**src/rtl/writeback_cycle.sv**
```systemverilog
// Writeback stage: selects the writeback value, owns the 4x8 register file (R3 = SP),
// and provides bypassed read ports, the RET PC redirect, the OUT port and a retired counter.
module writeback_cycle #(
    parameter int                DATA_W   = 8,
    parameter logic [DATA_W-1:0] SP_RESET = 8'hFF,
    parameter int                CNT_W    = 16
) (
    input  logic              clk,
    input  logic              rst,
    input  logic [1:0]        reg_file_wenWB,
    input  logic [1:0]        dest_addrWB,
    input  logic [2:0]        mux10_sWB,
    input  logic [DATA_W-1:0] ALU_resultWB,
    input  logic [DATA_W-1:0] data_mem_outWB,
    input  logic [DATA_W-1:0] sub_outWB,
    input  logic [DATA_W-1:0] instrWB,
    input  logic              sp_mux_sWB,
    input  logic              RET_enWB,
    input  logic [DATA_W-1:0] in_port,
    input  logic [1:0]        rd_addr1,
    input  logic [1:0]        rd_addr2,
    output logic [DATA_W-1:0] data_out1,
    output logic [DATA_W-1:0] data_out2,
    output logic [DATA_W-1:0] sp_out,
    output logic [DATA_W-1:0] wb_data,
    output logic [1:0]        wb_dest,
    output logic              wb_valid,
    output logic              pc_load_en,
    output logic [DATA_W-1:0] pc_load_val,
    output logic [DATA_W-1:0] out_port,
    output logic              out_port_valid,
    output logic [CNT_W-1:0]  retired_cnt
);

    logic [DATA_W-1:0] rf [4];
    logic [DATA_W-1:0] sp_next;
    logic              sp_we;
    logic              dest_we;
    logic              out_sel;
    logic              retire;

    assign out_sel = (mux10_sWB == 3'd5);
    assign sp_we   = reg_file_wenWB[1];
    // SP port wins when both writes target R3
    assign dest_we = reg_file_wenWB[0] && !(sp_we && dest_addrWB == 2'd3);
    assign sp_next = sp_mux_sWB ? rf[3] + {{(DATA_W-1){1'b0}}, 1'b1} : sub_outWB;
    assign retire  = (reg_file_wenWB != 2'b00) || RET_enWB || out_sel;

    always_comb begin
        wb_data = '0;
        case (mux10_sWB)
            3'd0:    wb_data = ALU_resultWB;
            3'd1:    wb_data = data_mem_outWB;
            3'd2:    wb_data = in_port;
            3'd3:    wb_data = instrWB;
            3'd4:    wb_data = sub_outWB;
            3'd5:    wb_data = rf[dest_addrWB];
            default: wb_data = '0;
        endcase
    end

    // Returns the value the register will hold after this edge
    function automatic logic [DATA_W-1:0] rd_port(input logic [1:0] addr);
        if (sp_we && addr == 2'd3)
            return sp_next;
        else if (dest_we && addr == dest_addrWB)
            return wb_data;
        else
            return rf[addr];
    endfunction

    always_comb begin
        data_out1 = rd_port(rd_addr1);
        data_out2 = rd_port(rd_addr2);
        sp_out    = rd_port(2'd3);
    end

    assign wb_dest     = dest_addrWB;
    assign wb_valid    = reg_file_wenWB[0];
    assign pc_load_en  = RET_enWB;
    assign pc_load_val = data_mem_outWB;

    always_ff @(posedge clk or posedge rst) begin
        if (rst) begin
            rf[0] <= '0;
            rf[1] <= '0;
            rf[2] <= '0;
            rf[3] <= SP_RESET;
        end else begin
            if (dest_we)
                rf[dest_addrWB] <= wb_data;
            if (sp_we)
                rf[3] <= sp_next;
        end
    end

    always_ff @(posedge clk or posedge rst) begin
        if (rst) begin
            out_port       <= '0;
            out_port_valid <= 1'b0;
            retired_cnt    <= '0;
        end else begin
            out_port_valid <= out_sel;
            if (out_sel)
                out_port <= rf[dest_addrWB];
            if (retire)
                retired_cnt <= retired_cnt + {{(CNT_W-1){1'b0}}, 1'b1};
        end
    end

endmodule

```
**config.mk**
```make
export PLATFORM = sky130hd
export DESIGN_NAME = writeback_cycle
export DESIGN_NICKNAME = d
export VERILOG_FILES = /design/src/rtl/writeback_cycle.sv
export SDC_FILE = /design/constraint.sdc
export NUM_CORES = 1
export LEC_CHECK = 0
export CAP_MARGIN = 20
export CORE_MARGIN = 2
export CORE_UTILIZATION = 43
export DETAILED_ROUTE_END_ITERATION = 10
export GPL_TIMING_DRIVEN = 0
export PLACE_DENSITY = 0.77
export SYNTH_ARGS = -nofsm -noshare
export SYNTH_HDL_FRONTEND = slang
export SYNTH_SLANG_ARGS = --single-unit
```
**constraint.sdc**
```tcl
create_clock -name clk -period 2.33 [get_ports clk]
set_input_delay 0.466 -clock clk [delete_from_list [all_inputs] [get_ports clk]]
set_output_delay 0.466 -clock clk [all_outputs]
set_load 0.02 [all_outputs]
```
* Word level (Yosys, flattened, before mapping)
Cells that the tools add are included.
** Storage, ports and cells
- Register bits :: 57
- Latch bits :: 0
- Memory bits (writable) :: 0
- Bits in read-only memories :: 0
- Input port bits :: 55
- Output and inout bits :: 69
- Logic and storage cells :: 63
- Memories :: 0
** Operators by class
- $add $sub $neg :: 2
- Multipliers :: 0
- Div/mod/pow operators :: 0
- $lt $le $gt $ge :: 4
- Equal/unequal tests :: 11
- Shift operators :: 0
- Mux-type cells :: 22
- Bitwise gates (word level) :: 3
- Reductions and logical operators :: 14
** Operators with widths (count)
- $mux W8 :: 16
- $bmux W8 S2 :: 3
- $pmux W8 S6 :: 1
- $bwmux W32 :: 1
- $add A16 B1 Y16 const B :: 1
- $demux W8 S2 :: 1
- $ge A3 B3 Y1 const B :: 3
- $not A2 Y3 :: 3
- $add A8 B1 Y8 const B :: 1
- $logic_and A1 B1 Y1 :: 8
- $eq A2 B2 Y1 const B :: 3
- $eq A3 B2 Y1 const B :: 2
- $eq A3 B3 Y1 const B :: 2
- $eq A2 B2 Y1 :: 2
- $reduce_bool A2 Y1 :: 2
- $eq A3 B1 Y1 const B :: 1
- $logic_not A3 Y1 :: 1
- $lt A3 B1 Y1 const B :: 1
- $eq A2 B2 Y1 const A :: 1
- $logic_or A1 B1 Y1 :: 2
- $logic_not A1 Y1 :: 1

* Logic depth before layout (Yosys ltp)
- Depth in word-level cells :: 8
- Mapped depth :: 9
- Gate-level depth less buffers :: 7

* Worst setup path after synthesis
Ideal clock, no wire load.
- Kind :: input port to output port
- Start :: in dest_addrWB[0]
- End :: out sp_out[3]
- Data arrival time :: 2.069 ns
- Data required time :: 1.864 ns
- Setup slack :: -0.205 ns
- Cell stages on the path :: 6
- Buffers on the path :: 1
- Cell sequence :: buf_2 mux4_2 and2_1 a211oi_2 a21o_1 o21ai_0
** Between the ends
- Longest elaborated chain between the ends :: 7
- Elaborated cells on any way between the ends :: 13
- Those cells by class :: 2 x eq/ne; 6 x mux; 1 x bitwise; 4 x reduce/logical
** Ends and longest elaborated chain
- start, declared :: line 11 : input logic [1:0] dest_addrWB,
- $not A2 Y3 (not written as such) / $eq A2 B2 Y1 (equally long branches) :: line 57, 45, 66
- $bmux W8 S2 / $logic_and A1 B1 Y1 (equally long branches) :: line 57, 45
- $mux W8 (not written as such) / $logic_not A1 Y1 (equally long branches) :: line 57, 45
- $mux W8 (not written as such) / $logic_and A1 B1 Y1 (equally long branches) :: line 57, 45
- $pmux W8 S6 / $logic_and A1 B1 Y1 (equally long branches) :: line 51, 66
- $mux W8 (*) :: line 66 : else if (dest_we && addr == dest_addrWB)
- $mux W8 (*) :: line 64 : if (sp_we && addr == 2'd3)
- end, declared :: line 24 : output logic [DATA_W-1:0] sp_out,
Every way passes the cells marked *; elsewhere a longest branch is shown, timed or not. The select of a mux whose other input is x is not followed.

* Worst setup path in the final report
- Start :: reg rf[4] (netlist name)
- End :: out data_out2[5]
** Between the ends
- Longest elaborated chain between the ends :: 3
** Ends and longest elaborated chain
- start, declared :: line 35 : logic [DATA_W-1:0] rf [4];
- start signal, assigned by index :: line 91 : rf[dest_addrWB] <= wb_data;
- $add A8 B1 Y8 :: line 46 : assign sp_next = sp_mux_sWB ? rf[3] + {{(DATA_W-1){1'b0}}, 1'b1} : sub_outWB;
- $mux W8 :: line 46
- $mux W8 :: line 64
- end, declared :: line 23 : output logic [DATA_W-1:0] data_out2,
Every way passes these cells.

==> results.py <==
metrics = {
    "setup_path": {
        "path_max_fanout": 5,
        "timing.rr.start": "rf[1]",
        "cp.required_ns": 1.86,
        "crit_chain": "and3_4 -> nand3_4 -> xor2_2 -> a21oi_2 -> buf_4 -> a21o_1 -> buf_6",
        "slowest_stage": "dfstp_2",
        "worstPathArrival_ns": 2.12,
        "critPathMaxStageDelay_ns": 0.61,
        "cp-start-kind": "register",
        "crit_start": "rf[4]",
        "cp-end-kind": "output pin",
        "crit_type": "register to output pin",
    },
    "timing": {
        "fin_hold_ws_ns": 0.470,
        "skew_ns": 0.00788,
        "slew_headroom": 0.391,
        "finalSetupViolCount": 29,
        "max_freq_mhz": 387,
        "worst_slew_pin_slew_ns": 0.911,
        "hold_violations": 0,
        "rsz0062_at_grt": "true",
        "fin_setup_tns_ns": -4.57,
        "setup_ws_ns": -0.253,
        "min_period_ns": 2.58,
        "drv_slew": 0,
        "fin_crit_sh": 1.11,
    },
    "logic_synthesis": {
        "synth_nets": 479,
        "netlist_area_um2": 4030,
        "synth_seq_cells": 57,
        "synth_edf_count": 0,
        "avgSynthCellArea_um2": 9.56,
        "postSynthCellCount": 422,
        "yosysWarnings": 0,
        "ys_seq_area_frac": 0.356,
        "synth.distinct_cells": 54,
        "yosys.area.top_type": "dfrtp_1",
        "synth_area_leaders": "dfrtp_1 30%, mux4_2 13%, nand2_1 5.9%, dfstp_2 5.2%, xnor2_1 3.3%",
        "yosys_most_used_dff": "dfrtp_1",
        "ys_async_sr_fraction": 1.00,
        "synth_top_area_share": 0.304,
    },
    "route": {
        "num_vias": 4727,
        "drcViolationCount": 0,
        "drtPass1Iterations": 7,
        "via_per_inst": 6.32,
        "drt_iter0_markers": 573,
        "wl_um": 17500,
        "drtAntennaViolNets": 0,
        "wl_per_cell_um": 23.4,
    },
    "clock_tree": {
        "cts_buffers": 9,
        "htreeDepth": 3,
        "cts_tree": "done",
        "insertion_delay_ns": 0.34,
        "clk_path_buf_depth": 2,
        "cts-root-buf": "clkbuf_8",
        "clk_pin_slew_ns": 0.07,
        "clock_sinks": 57,
    },
    "floorplanning": {
        "coreArea_um2": 9150,
        "ios": 124,
        "die_w_um": 101,
        "fp-row-count": 35,
        "fp.dieH_um": 101,
        "dieArea_um2": 10200,
        "start_util": 0.441,
    },
    "power": {
        "pwr-share-seq": 0.287,
        "p_sw_frac": 0.366,
        "powerDensity_nw_per_um2": 710,
        "netSwitchingPower_uw": 1830,
        "combPwrFrac": 0.477,
        "vdd_drop_max_v": 0.000720,
        "p_leak_uw": 0.00307,
        "clkPwrFrac": 0.236,
        "intPower_uw": 3180,
    },
    "worst_hold_path": {
        "hold_path.class": "register to register",
        "min_from": "retired_cnt[15]",
    },
    "grt": {
        "overflow": 0,
        "grt_usage": 0.316,
        "grt_max_degree": 34,
        "antenna_found_initial": 0,
        "grt_pass1_wl_um": 24400,
        "grt_pass1_vias": 4654,
    },
    "placed_design": {
        "dp.final_hpwl_um": 9600,
        "port_buffers": 120,
        "place_ws_ns": -1.42,
        "place.gp.congestion": 0.916,
    },
    "layout": {
        "diodes": 0,
        "drive_above_1_share": 0.460,
        "nets": 689,
        "layout_commonest_cell": "buf_4",
        "fin_util": 0.770,
        "n_fill_cell": 533,
        "syn_to_final_growth_pct": 74.9,
        "layout_common_cells": "85 x buf_4, 74 x clkdlybuf4s50_1, 55 x nand2_1",
    },
    "status": {
        "violations": "negative setup slack",
        "status": "finished, violations left",
    },
    "flow_run": {
        "cap_violations": 0,
    },
}
flip-flops by register name (all words and copies together) (netlist names):
| signal | flops |
|---|---|
| out_port | 8 |
| retired_cnt | 16 |
| rf | 32 |
| out_port_valid | 1 |
through the flow:
stage                     cell area (µm²)  instances  power (µW)
after global routing                 7050        748        5200
after CTS                            6640        727        4690
final                                7050        748        5010
after floorplan                      4070        422        2420
after global placement               5410        653        3110
after detailed placement             5430        654        3160
metal layers:
metal / global-route usage / vias to the layer above / routed length (µm)
li1: - / 1958 / -
met5: 0 / - / 0
met3: 0.0707 / 119 / 2010
met1: 0.370 / 2225 / 6030
met4: 0.207 / 0 / 1180
met2: 0.520 / 425 / 8300
kinds of logic after synthesis:
kind of cell | share of synthesized area
AOI/OAI and AO/OA | 0.177
DFF | 0.356
xor gates and xnor gates | 0.0543
buffers and inverters | 0.0652
muxes | 0.163
adders and majority gates | 0.00620
and+or+nand+nor | 0.178
synthesized netlist by cell type, types with 5 or more instances:
cell,count
a21o_1,16
a21oi_1,18
a31oi_1,5
and3_1,6
buf_2,12
buf_4,12
clkbuf_1,11
dfrtp_1,49
dfstp_2,8
inv_1,11
mux2i_1,7
mux4_2,24
nand2_1,63
nand3_1,13
nand3b_1,6
nand4_1,6
nor2_1,18
nor3b_1,5
o21ai_0,17
o21ai_1,26
o221ai_1,8
xnor2_1,15
xor2_1,10
repair_timing:
action / 4_1_cts / 5_1_grt
resized for setup: 323 / 71
pin swaps: 37 / 34
hold buffers: 0 / 0
endpoints found under the hold margin: 0 / 0
cloned: 2 / 0
setup buffers: 56 / 22
setup endpoints to repair: 33 / 32
path summary, 6_finish.rpt:
check                                        to  slack, ns  cells past startpoint
worst max-delay path               data_out2[5]      -0.25                      7
worst min-delay path            retired_cnt[15]       0.47                      1
worst max register to register            rf[9]       0.36                      8
worst min register to register  retired_cnt[15]       0.47                      1
max in group asynchronous                 rf[7]       1.21                      3
min in group asynchronous                rf[25]       0.49                      2
power by group through the flow:
stage	Sequential, µW	Combinational (µW)	Clock, µW
6_report	1440	2390	1180
2_1_floorplan	1520	899	0
3_3_place_gp	1440	1680	0
4_1_cts	1410	2080	1200
5_1_grt	1460	2490	1250
3_5_place_dp	1450	1710	0
critical path, delay by kind of cell (launching register included):
family,cells,cell delay (ns)
xor gates and xnor gates,1,0.16
and+or+nand+nor,2,0.33
buffers and inverters,2,0.30
AOI/OAI and AO/OA,2,0.38
DFF,1,0.61
final cells by class:
cell class / instances / area (µm²) / area share
Clock inverter: 6 / 114 / 0.0161
Buffer: 37 / 348 / 0.0493
Inverter: 14 / 58.8 / 0.00834
Clock buffer: 10 / 138 / 0.0195
Tap cell: 111 / 139 / 0.0197
Sequential cell: 57 / 1440 / 0.204
Multi-Input combinational cell: 313 / 2930 / 0.415
Timing Repair Buffer: 200 / 1890 / 0.268
Note: power is estimated with default switching activity, not from simulation.
